<file path="src/rtl/munoc_slave_write_issuer.sv">
// Slave-side AXI write issuer: turns decoded network write headers and data beats
// into AXI AW/W traffic and routes B responses back to the originating master node.
module munoc_slave_write_issuer #(
    parameter int BW_ADDR = 32,
    parameter int BW_DATA = 64,
    parameter int BW_TID  = 8,
    parameter int BW_MID  = 4,
    parameter int DEPTH   = 4
) (
    input  logic                 clk,
    input  logic                 rstnn,
    input  logic                 req_hvalid,
    output logic                 req_hready,
    input  logic [BW_ADDR-1:0]   req_addr,
    input  logic [BW_MID-1:0]    req_mid,
    input  logic [BW_TID-1:0]    req_tid,
    input  logic [7:0]           req_len,
    input  logic [2:0]           req_size,
    input  logic [1:0]           req_burst,
    input  logic                 req_dvalid,
    output logic                 req_dready,
    input  logic [BW_DATA-1:0]   req_wdata,
    input  logic [BW_DATA/8-1:0] req_wstrb,
    output logic                 awvalid,
    input  logic                 awready,
    output logic [BW_TID-1:0]    awid,
    output logic [BW_ADDR-1:0]   awaddr,
    output logic [7:0]           awlen,
    output logic [2:0]           awsize,
    output logic [1:0]           awburst,
    output logic                 wvalid,
    input  logic                 wready,
    output logic [BW_DATA-1:0]   wdata,
    output logic [BW_DATA/8-1:0] wstrb,
    output logic                 wlast,
    input  logic                 bvalid,
    output logic                 bready,
    input  logic [BW_TID-1:0]    bid,
    input  logic [1:0]           bresp,
    output logic                 rsp_valid,
    input  logic                 rsp_ready,
    output logic [BW_MID-1:0]    rsp_mid,
    output logic [BW_TID-1:0]    rsp_tid,
    output logic [1:0]           rsp_resp,
    output logic                 order_err
);

    localparam int BW_PTR = $clog2(DEPTH);
    localparam int BW_CNT = BW_PTR + 1;
    localparam logic [BW_CNT-1:0] CNT_MAX = BW_CNT'(DEPTH);
    localparam logic [BW_CNT-1:0] CNT_ONE = BW_CNT'(1);
    localparam logic [BW_PTR-1:0] PTR_ONE = BW_PTR'(1);

    logic [BW_CNT-1:0]  r_cnt;
    logic [BW_CNT-1:0]  r_wq_cnt;
    logic [BW_PTR-1:0]  r_of_wptr, r_of_rptr;
    logic [BW_PTR-1:0]  r_wq_wptr, r_wq_rptr;
    logic [BW_MID-1:0]  r_of_mid [DEPTH];
    logic [BW_TID-1:0]  r_of_tid [DEPTH];
    logic [7:0]         r_wq_len [DEPTH];
    logic [7:0]         r_beat;
    logic               r_awvalid;
    logic [BW_TID-1:0]  r_awid;
    logic [BW_ADDR-1:0] r_awaddr;
    logic [7:0]         r_awlen;
    logic [2:0]         r_awsize;
    logic [1:0]         r_awburst;
    logic               r_order_err;

    logic w_hdr_acc, w_cnt_nz, w_wq_ne, w_wlast, w_w_hs, w_w_last_hs, w_b_hs;

    assign w_cnt_nz    = (r_cnt != '0);
    assign w_wq_ne     = (r_wq_cnt != '0);
    assign req_hready  = (r_cnt < CNT_MAX) && (!r_awvalid || awready);
    assign w_hdr_acc   = req_hvalid && req_hready;

    // W beats flow straight through; only the length queue gates them
    assign wvalid      = req_dvalid && w_wq_ne;
    assign req_dready  = wready && w_wq_ne;
    assign wdata       = req_wdata;
    assign wstrb       = req_wstrb;
    assign w_wlast     = w_wq_ne && (r_beat == r_wq_len[r_wq_rptr]);
    assign wlast       = w_wlast;
    assign w_w_hs      = wvalid && wready;
    assign w_w_last_hs = w_w_hs && w_wlast;

    assign rsp_valid   = bvalid && w_cnt_nz;
    assign bready      = rsp_ready && w_cnt_nz;
    assign w_b_hs      = bvalid && bready;
    assign rsp_mid     = r_of_mid[r_of_rptr];
    assign rsp_tid     = bid;
    assign rsp_resp    = bresp;
    assign order_err   = r_order_err;

    assign awvalid     = r_awvalid;
    assign awid        = r_awid;
    assign awaddr      = r_awaddr;
    assign awlen       = r_awlen;
    assign awsize      = r_awsize;
    assign awburst     = r_awburst;

    // AW fields only load on accept, and accept needs !awvalid || awready,
    // so a pending AW never changes under the slave.
    always_ff @(posedge clk or negedge rstnn) begin
        if (!rstnn) begin
            r_awvalid <= 1'b0;
            r_awid    <= '0;
            r_awaddr  <= '0;
            r_awlen   <= '0;
            r_awsize  <= '0;
            r_awburst <= '0;
        end else if (w_hdr_acc) begin
            r_awvalid <= 1'b1;
            r_awid    <= req_tid;
            r_awaddr  <= req_addr;
            r_awlen   <= req_len;
            r_awsize  <= req_size;
            r_awburst <= req_burst;
        end else if (awready) begin
            r_awvalid <= 1'b0;
        end
    end

    always_ff @(posedge clk or negedge rstnn) begin
        if (!rstnn) begin
            r_cnt       <= '0;
            r_of_wptr   <= '0;
            r_of_rptr   <= '0;
            r_order_err <= 1'b0;
        end else begin
            case ({w_hdr_acc, w_b_hs})
                2'b10:   r_cnt <= r_cnt + CNT_ONE;
                2'b01:   r_cnt <= r_cnt - CNT_ONE;
                default: r_cnt <= r_cnt;
            endcase
            if (w_hdr_acc) r_of_wptr <= r_of_wptr + PTR_ONE;
            if (w_b_hs) begin
                r_of_rptr <= r_of_rptr + PTR_ONE;
                if (bid != r_of_tid[r_of_rptr]) r_order_err <= 1'b1;
            end
        end
    end

    always_ff @(posedge clk or negedge rstnn) begin
        if (!rstnn) begin
            r_wq_cnt  <= '0;
            r_wq_wptr <= '0;
            r_wq_rptr <= '0;
            r_beat    <= '0;
        end else begin
            case ({w_hdr_acc, w_w_last_hs})
                2'b10:   r_wq_cnt <= r_wq_cnt + CNT_ONE;
                2'b01:   r_wq_cnt <= r_wq_cnt - CNT_ONE;
                default: r_wq_cnt <= r_wq_cnt;
            endcase
            if (w_hdr_acc)   r_wq_wptr <= r_wq_wptr + PTR_ONE;
            if (w_w_last_hs) r_wq_rptr <= r_wq_rptr + PTR_ONE;
            if (w_w_hs)      r_beat    <= w_wlast ? 8'd0 : r_beat + 8'd1;
        end
    end

    // Storage needs no reset: entries are only read behind a valid pointer/count
    always_ff @(posedge clk) begin
        if (w_hdr_acc) begin
            r_of_mid[r_of_wptr] <= req_mid;
            r_of_tid[r_of_wptr] <= req_tid;
            r_wq_len[r_wq_wptr] <= req_len;
        end
    end

endmodule

</file>
<file path="config.mk">
export PLATFORM = sky130hd
export DESIGN_NAME = munoc_slave_write_issuer
export DESIGN_NICKNAME = d
export VERILOG_FILES = /design/src/rtl/munoc_slave_write_issuer.sv
export SDC_FILE = /design/constraint.sdc
export NUM_CORES = 1
export LEC_CHECK = 0
export CORE_MARGIN = 5
export CORE_UTILIZATION = 47
export DETAILED_ROUTE_END_ITERATION = 7
export GPL_TIMING_DRIVEN = 0
export PLACE_DENSITY_LB_ADDON = 0.08
export SETUP_SLACK_MARGIN = 0.5
export SLEW_MARGIN = 10
export SYNTH_ARGS = -nofsm -noshare
export SYNTH_HDL_FRONTEND = slang
export SYNTH_SLANG_ARGS = --single-unit
</file>
<file path="constraint.sdc">
create_clock -name clk -period 8.1 [get_ports clk]
set_clock_uncertainty 0.1 [all_clocks]
set_input_delay 1.62 -clock clk [delete_from_list [all_inputs] [get_ports clk]]
set_output_delay 1.62 -clock clk [all_outputs]
set_load 0.005 [all_outputs]
</file>
# Word level (Yosys, flattened, before mapping)
# Memories as Yosys holds them, arrays and structs flattened.
# Cells that the tools add are included.
# classes
n_addsub,9
n_lt_le_gt_ge,1
eq_ne,6
mux,7
reduce_logical,18
# ops
cell,n
$pmux W3 S2,2
$logic_and A1 B1 Y1,10
$add A2 B1 Y2 const B,4
$add A8 B1 Y8 const B,1
$eq A8 B8 Y1,1
$mux W8,1
$ne A8 B8 Y1,1
$add A3 B1 Y3 const B,2
$reduce_bool A2 Y1,3
$reduce_bool A3 Y1,2
$sub A3 B1 Y3 const B,2
$eq A2 B1 Y1 const B,2
$eq A2 B2 Y1 const B,2
$mux W1,4
$lt A3 B3 Y1 const B,1
$reduce_and A2 Y1,1
$logic_not A1 Y1,1
$logic_or A1 B1 Y1,1
# word_totals
register_bits,77
ram_bits,80
input_bits,147
word_cells,58
memories,3
# mem_list
name,depth,width,read_ports,rd_clocked_by_memory_dff,write_ports,line,source
r_of_tid,4,8,1,0,1,59,logic [BW_TID-1:0] r_of_tid [DEPTH];
r_wq_len,4,8,1,0,1,60,logic [7:0] r_wq_len [DEPTH];
r_of_mid,4,4,1,0,1,58,logic [BW_MID-1:0] r_of_mid [DEPTH];

# Longest topological paths before layout
# logic_depth
ltp_word,6
depth_mapped,13
depth_no_buf,11

# Worst setup path after synthesis
# Ideal clock, no wire load.
# synth_path
path_type,in2reg
from,in awready
to,reg r_cnt[2]
setup_ps,79
arrival_ps,3592
t_required_ps,7921
slack_ps,4329
cell_stages,12
path_buffers,2
path_cell_list,inv_1 -> a21oi_1 -> and2_1 -> clkbuf_1 -> inv_2 -> clkbuf_1 -> ha_1 -> inv_1 -> fa_1 -> xor2_1 -> nor2_1 -> xor2_1
# synth_between
elab_chain_cells,5
# synth_lines
element,line,source
start: declaration,25,"input logic awready,"
$logic_or A1 B1 Y1 *,74,assign req_hready = (r_cnt < CNT_MAX) && (!r_awvalid || awready);
$logic_and A1 B1 Y1 *,74,
net req_hready,13,"output logic req_hready,"
$logic_and A1 B1 Y1 *,75,assign w_hdr_acc = req_hvalid && req_hready;
$eq A2 B1 Y1 or $eq A2 B2 Y1 (tied branches),131,"case ({w_hdr_acc, w_b_hs})"
$pmux W3 S2 or $reduce_bool A2 Y1 (tied branches),-,
end signal: assignment,132,2'b10: r_cnt <= r_cnt + CNT_ONE;
end signal: assignment,133,2'b01: r_cnt <= r_cnt - CNT_ONE;
end signal: assignment,134,default: r_cnt <= r_cnt;
end: declaration,54,logic [BW_CNT-1:0] r_cnt;
# Mark *: on every way through the listed nets, which the timed path passes. The rest lies on a longest branch.
# A chain may end at the register's enable or synchronous reset.

# Final worst setup path
# layout_path
from,in awready
to,out req_hready
# layout_between
elab_chain_cells,2
# layout_lines
element,line
$logic_or A1 B1 Y1,74
$logic_and A1 B1 Y1,74
end: declaration,13
# Every way passes these cells.

==> flow_metrics.env <==
export IMPL_synth_edf_count=80
export IMPL_synth_cell_types=39
export IMPL_grt_pass1_vias=5149
export IMPL_hold_depth=2
export IMPL_diodes=0
export IMPL_fp_dieH_um=132.7
export IMPL_ctsResizeCount=0
export IMPL_cts_htree_levels=4
export IMPL_worstPathRequired_ps=6380
export IMPL_cp_end_kind="primary output"
export IMPL_overflow=0
export IMPL_cap_violations=0
export IMPL_period_share=0.6148
export IMPL_place_hpwl_mm=13.45
export IMPL_insertion_delay_ps=410
export IMPL_cts_tree="done"
export IMPL_drtAntennaViolNets=0
export IMPL_place_port_buffers=219
export IMPL_worstHoldStart="awburst[0]"
export IMPL_ios=294
export IMPL_nets=979
export IMPL_ctsHoldBuffers=0
export IMPL_rows=44
export IMPL_crit_type="input port to primary output"
export IMPL_fill_cells=1026
export IMPL_crit_arrival_ps=3260
export IMPL_antenna_found_initial=0
export IMPL_postSynthCellCount=580
export IMPL_drt_wirelength_per_cell_um=17.19
export IMPL_cp_start_kind="input port"
export IMPL_dp_cells=984
export IMPL_track_usage=0.1981
export IMPL_hold_violations=0
export IMPL_synthTopCellsByArea="edfxtp_1 (34%), dfrtp_1 (27%), nand2_1 (9.2%), buf_4 (8.7%), mux4_2 (3.8%)"
export IMPL_cts_root_buf="clkbuf_16"
export IMPL_fmax_mhz=200.8
export IMPL_via_per_inst=4.758
export IMPL_drt_iter0_drc=261
export IMPL_vias=4834
export IMPL_cts_buffer_depth=2
export IMPL_path_clk_slew_ps=60
export IMPL_max_stage_delay_ps=640
export IMPL_first_pass_iters=4
export IMPL_syn_nets=740
export IMPL_period_needed_ps=4980
export IMPL_syn_to_final_growth_pct=43.15
export IMPL_synth_top_area_share=0.3393
export IMPL_setup_viol=0
export IMPL_r2r_slack_ps=4990
export IMPL_hold_class="flip-flop to flip-flop"
export IMPL_seq_area_frac_synth=0.6114
export IMPL_power_mw=3.020
export IMPL_routed_wirelength_mm=17.46
export IMPL_tightest_slew_ps=685.8
export IMPL_fin_cells=1016
export IMPL_yosysTopAreaCell="edfxtp_1"
export IMPL_yosysWarnings=0
export IMPL_drive_gt1_frac=0.1647
export IMPL_syn_area_mm2=0.007081
export IMPL_fin_setup_tns_ps=0
export IMPL_rsz0062_at_grt="false"
export IMPL_drc_errors=0
export IMPL_post_cts_buffers=0
export IMPL_final_common_cell="clkdlybuf4s50_1"
export IMPL_crit_top_cell="clkdlybuf4s50_1"
export IMPL_cp_slowest_cell="clkdlybuf4s50_1"
export IMPL_gp_congestion=0.8317
export IMPL_max_slew_margin=0.5428
export IMPL_r2r_end="r_wq_cnt[2]"
export IMPL_ys_flop_type="edfxtp_1"
export IMPL_dieWidth_um=132.7
export IMPL_syn_avg_cell_area_um2=12.21
export IMPL_reg2reg_depth=11
export IMPL_powerDensity_mw_per_mm2=298.0
export IMPL_synth_async_sr_flop_share=0.4904
export IMPL_cts_buffers=17
export IMPL_clock_sinks=157
export IMPL_drv_slew=0
export IMPL_crit_fanout=10
export IMPL_hold_end="awburst[0]"
export IMPL_synth_seq_cells=157
export IMPL_r2r_start="r_wq_rptr[0]"
export IMPL_status="finished clean"
export IMPL_layout_common_cells="clkdlybuf4s50_1 (218), nand2_1 (174), buf_4 (83)"
export IMPL_cp_cell_sequence="clkdlybuf4s50_1, inv_1, a21oi_1, clkdlybuf4s50_1"
export IMPL_ir_worst_vdd_v=0.0002492
export IMPL_grt_pass1_wl_mm=27.26
export IMPL_coreArea_mm2=0.01464
export IMPL_initial_utilization=0.4835
export IMPL_p_leak_nw=4.284
export IMPL_dieArea_mm2=0.01762
export IMPL_grt_max_degree=65
per-stage QoR:
stage	setup slack (ps)	hold slack, ps	utilization	instance area, um2
after global placement	2631	348.5	0.6489	9503
final	3120	376.5	0.6922	10140
after floorplan	4329	333.6	-	7081
after CTS	3084	379.2	0.6922	10140
after detailed placement	3088	362.1	0.6506	9528
after global routing	2997	389.6	0.6922	10140
registers in the layout (all words and copies together) (netlist names):
register,count
awaddr,32
r_of_tid,32
r_wq_len,32
r_of_mid,16
awid,8
awlen,8
r_beat,8
awsize,3
r_cnt,3
r_wq_cnt,3
awburst,2
r_of_rptr,2
r_of_wptr,2
r_wq_rptr,2
r_wq_wptr,2
awvalid,1
order_err,1
layer usage:
metal | GRT usage | share of wire | vias up
li1 | - | - | 2337
met2 | 0.3330 | 0.50 | 204
met1 | 0.2242 | 0.38 | 2273
met5 | 0 | 0 | -
met4 | 0.05947 | 0.015 | 0
met3 | 0.09643 | 0.11 | 20
kinds of logic (layout without fill, tap and decap cells):
kind of cell,Yosys count,after routing,synth area share
mux,27,27,0.06803
flops,157,157,0.6114
compound gates,20,20,0.01644
fa+ha+maj,13,13,0.02509
xor+xnor,33,33,0.04082
simple gates,216,216,0.1306
buf+inv,114,366,0.1076
cell type report:
cell class	instances	area, um2	share of cell area
buffer	102	716.9	0.07073
clock buffer	19	442.9	0.04370
clock inverter	13	165.2	0.01629
inverter	12	45.04	0.004444
multi-input combinational	309	1989	0.1963
sequential	157	4329	0.4271
tap	184	230.2	0.02271
timing repair buffer	220	2217	0.2187
synth_stat cells, types with 2 or more instances:
master and count:
a21oi_1 4, and2_1 3, and3_1 11, buf_2 2, buf_4 82, clkbuf_1 15, dfrtp_1 77, edfxtp_1 80
fa_1 2, ha_1 11, inv_1 11, mux2i_1 11, mux4_1 3, mux4_2 12, nand2_1 174, nand2b_1 3
nand3_1 4, nand4_1 2, nor2_1 4, nor2b_1 2, nor3_1 6, o21ai_0 10, o22ai_1 3, or3_1 2
xnor2_1 24, xor2_1 9
how the worst max path moves through the flow:
stage,slack [ps],from,end,cells after the start
3_5_place_dp,3090,awready,req_hready,4
5_1_grt,3000,awready,req_hready,4
3_3_place_gp,2630,rstnn,r_beat[7],1
2_1_floorplan,4330,awready,r_cnt[2],12
6_report,3120,awready,req_hready,4
4_1_cts,3080,awready,req_hready,4
power breakdown:
group          total [mW]  internal (mW)  switching [mW]  leakage, nW
clock network       0.809          0.494           0.315        0.288
logic                1.02          0.563           0.455         2.32
registers            1.19           1.07           0.125         1.68
total                3.02           2.13           0.895         4.28
critical path, delay by kind of cell:
family,cells,cell delay [ps]
AO/OA/AOI/OAI,1,470
buffers and inverters,3,1180
Note: power is estimated with default switching activity, not from simulation.
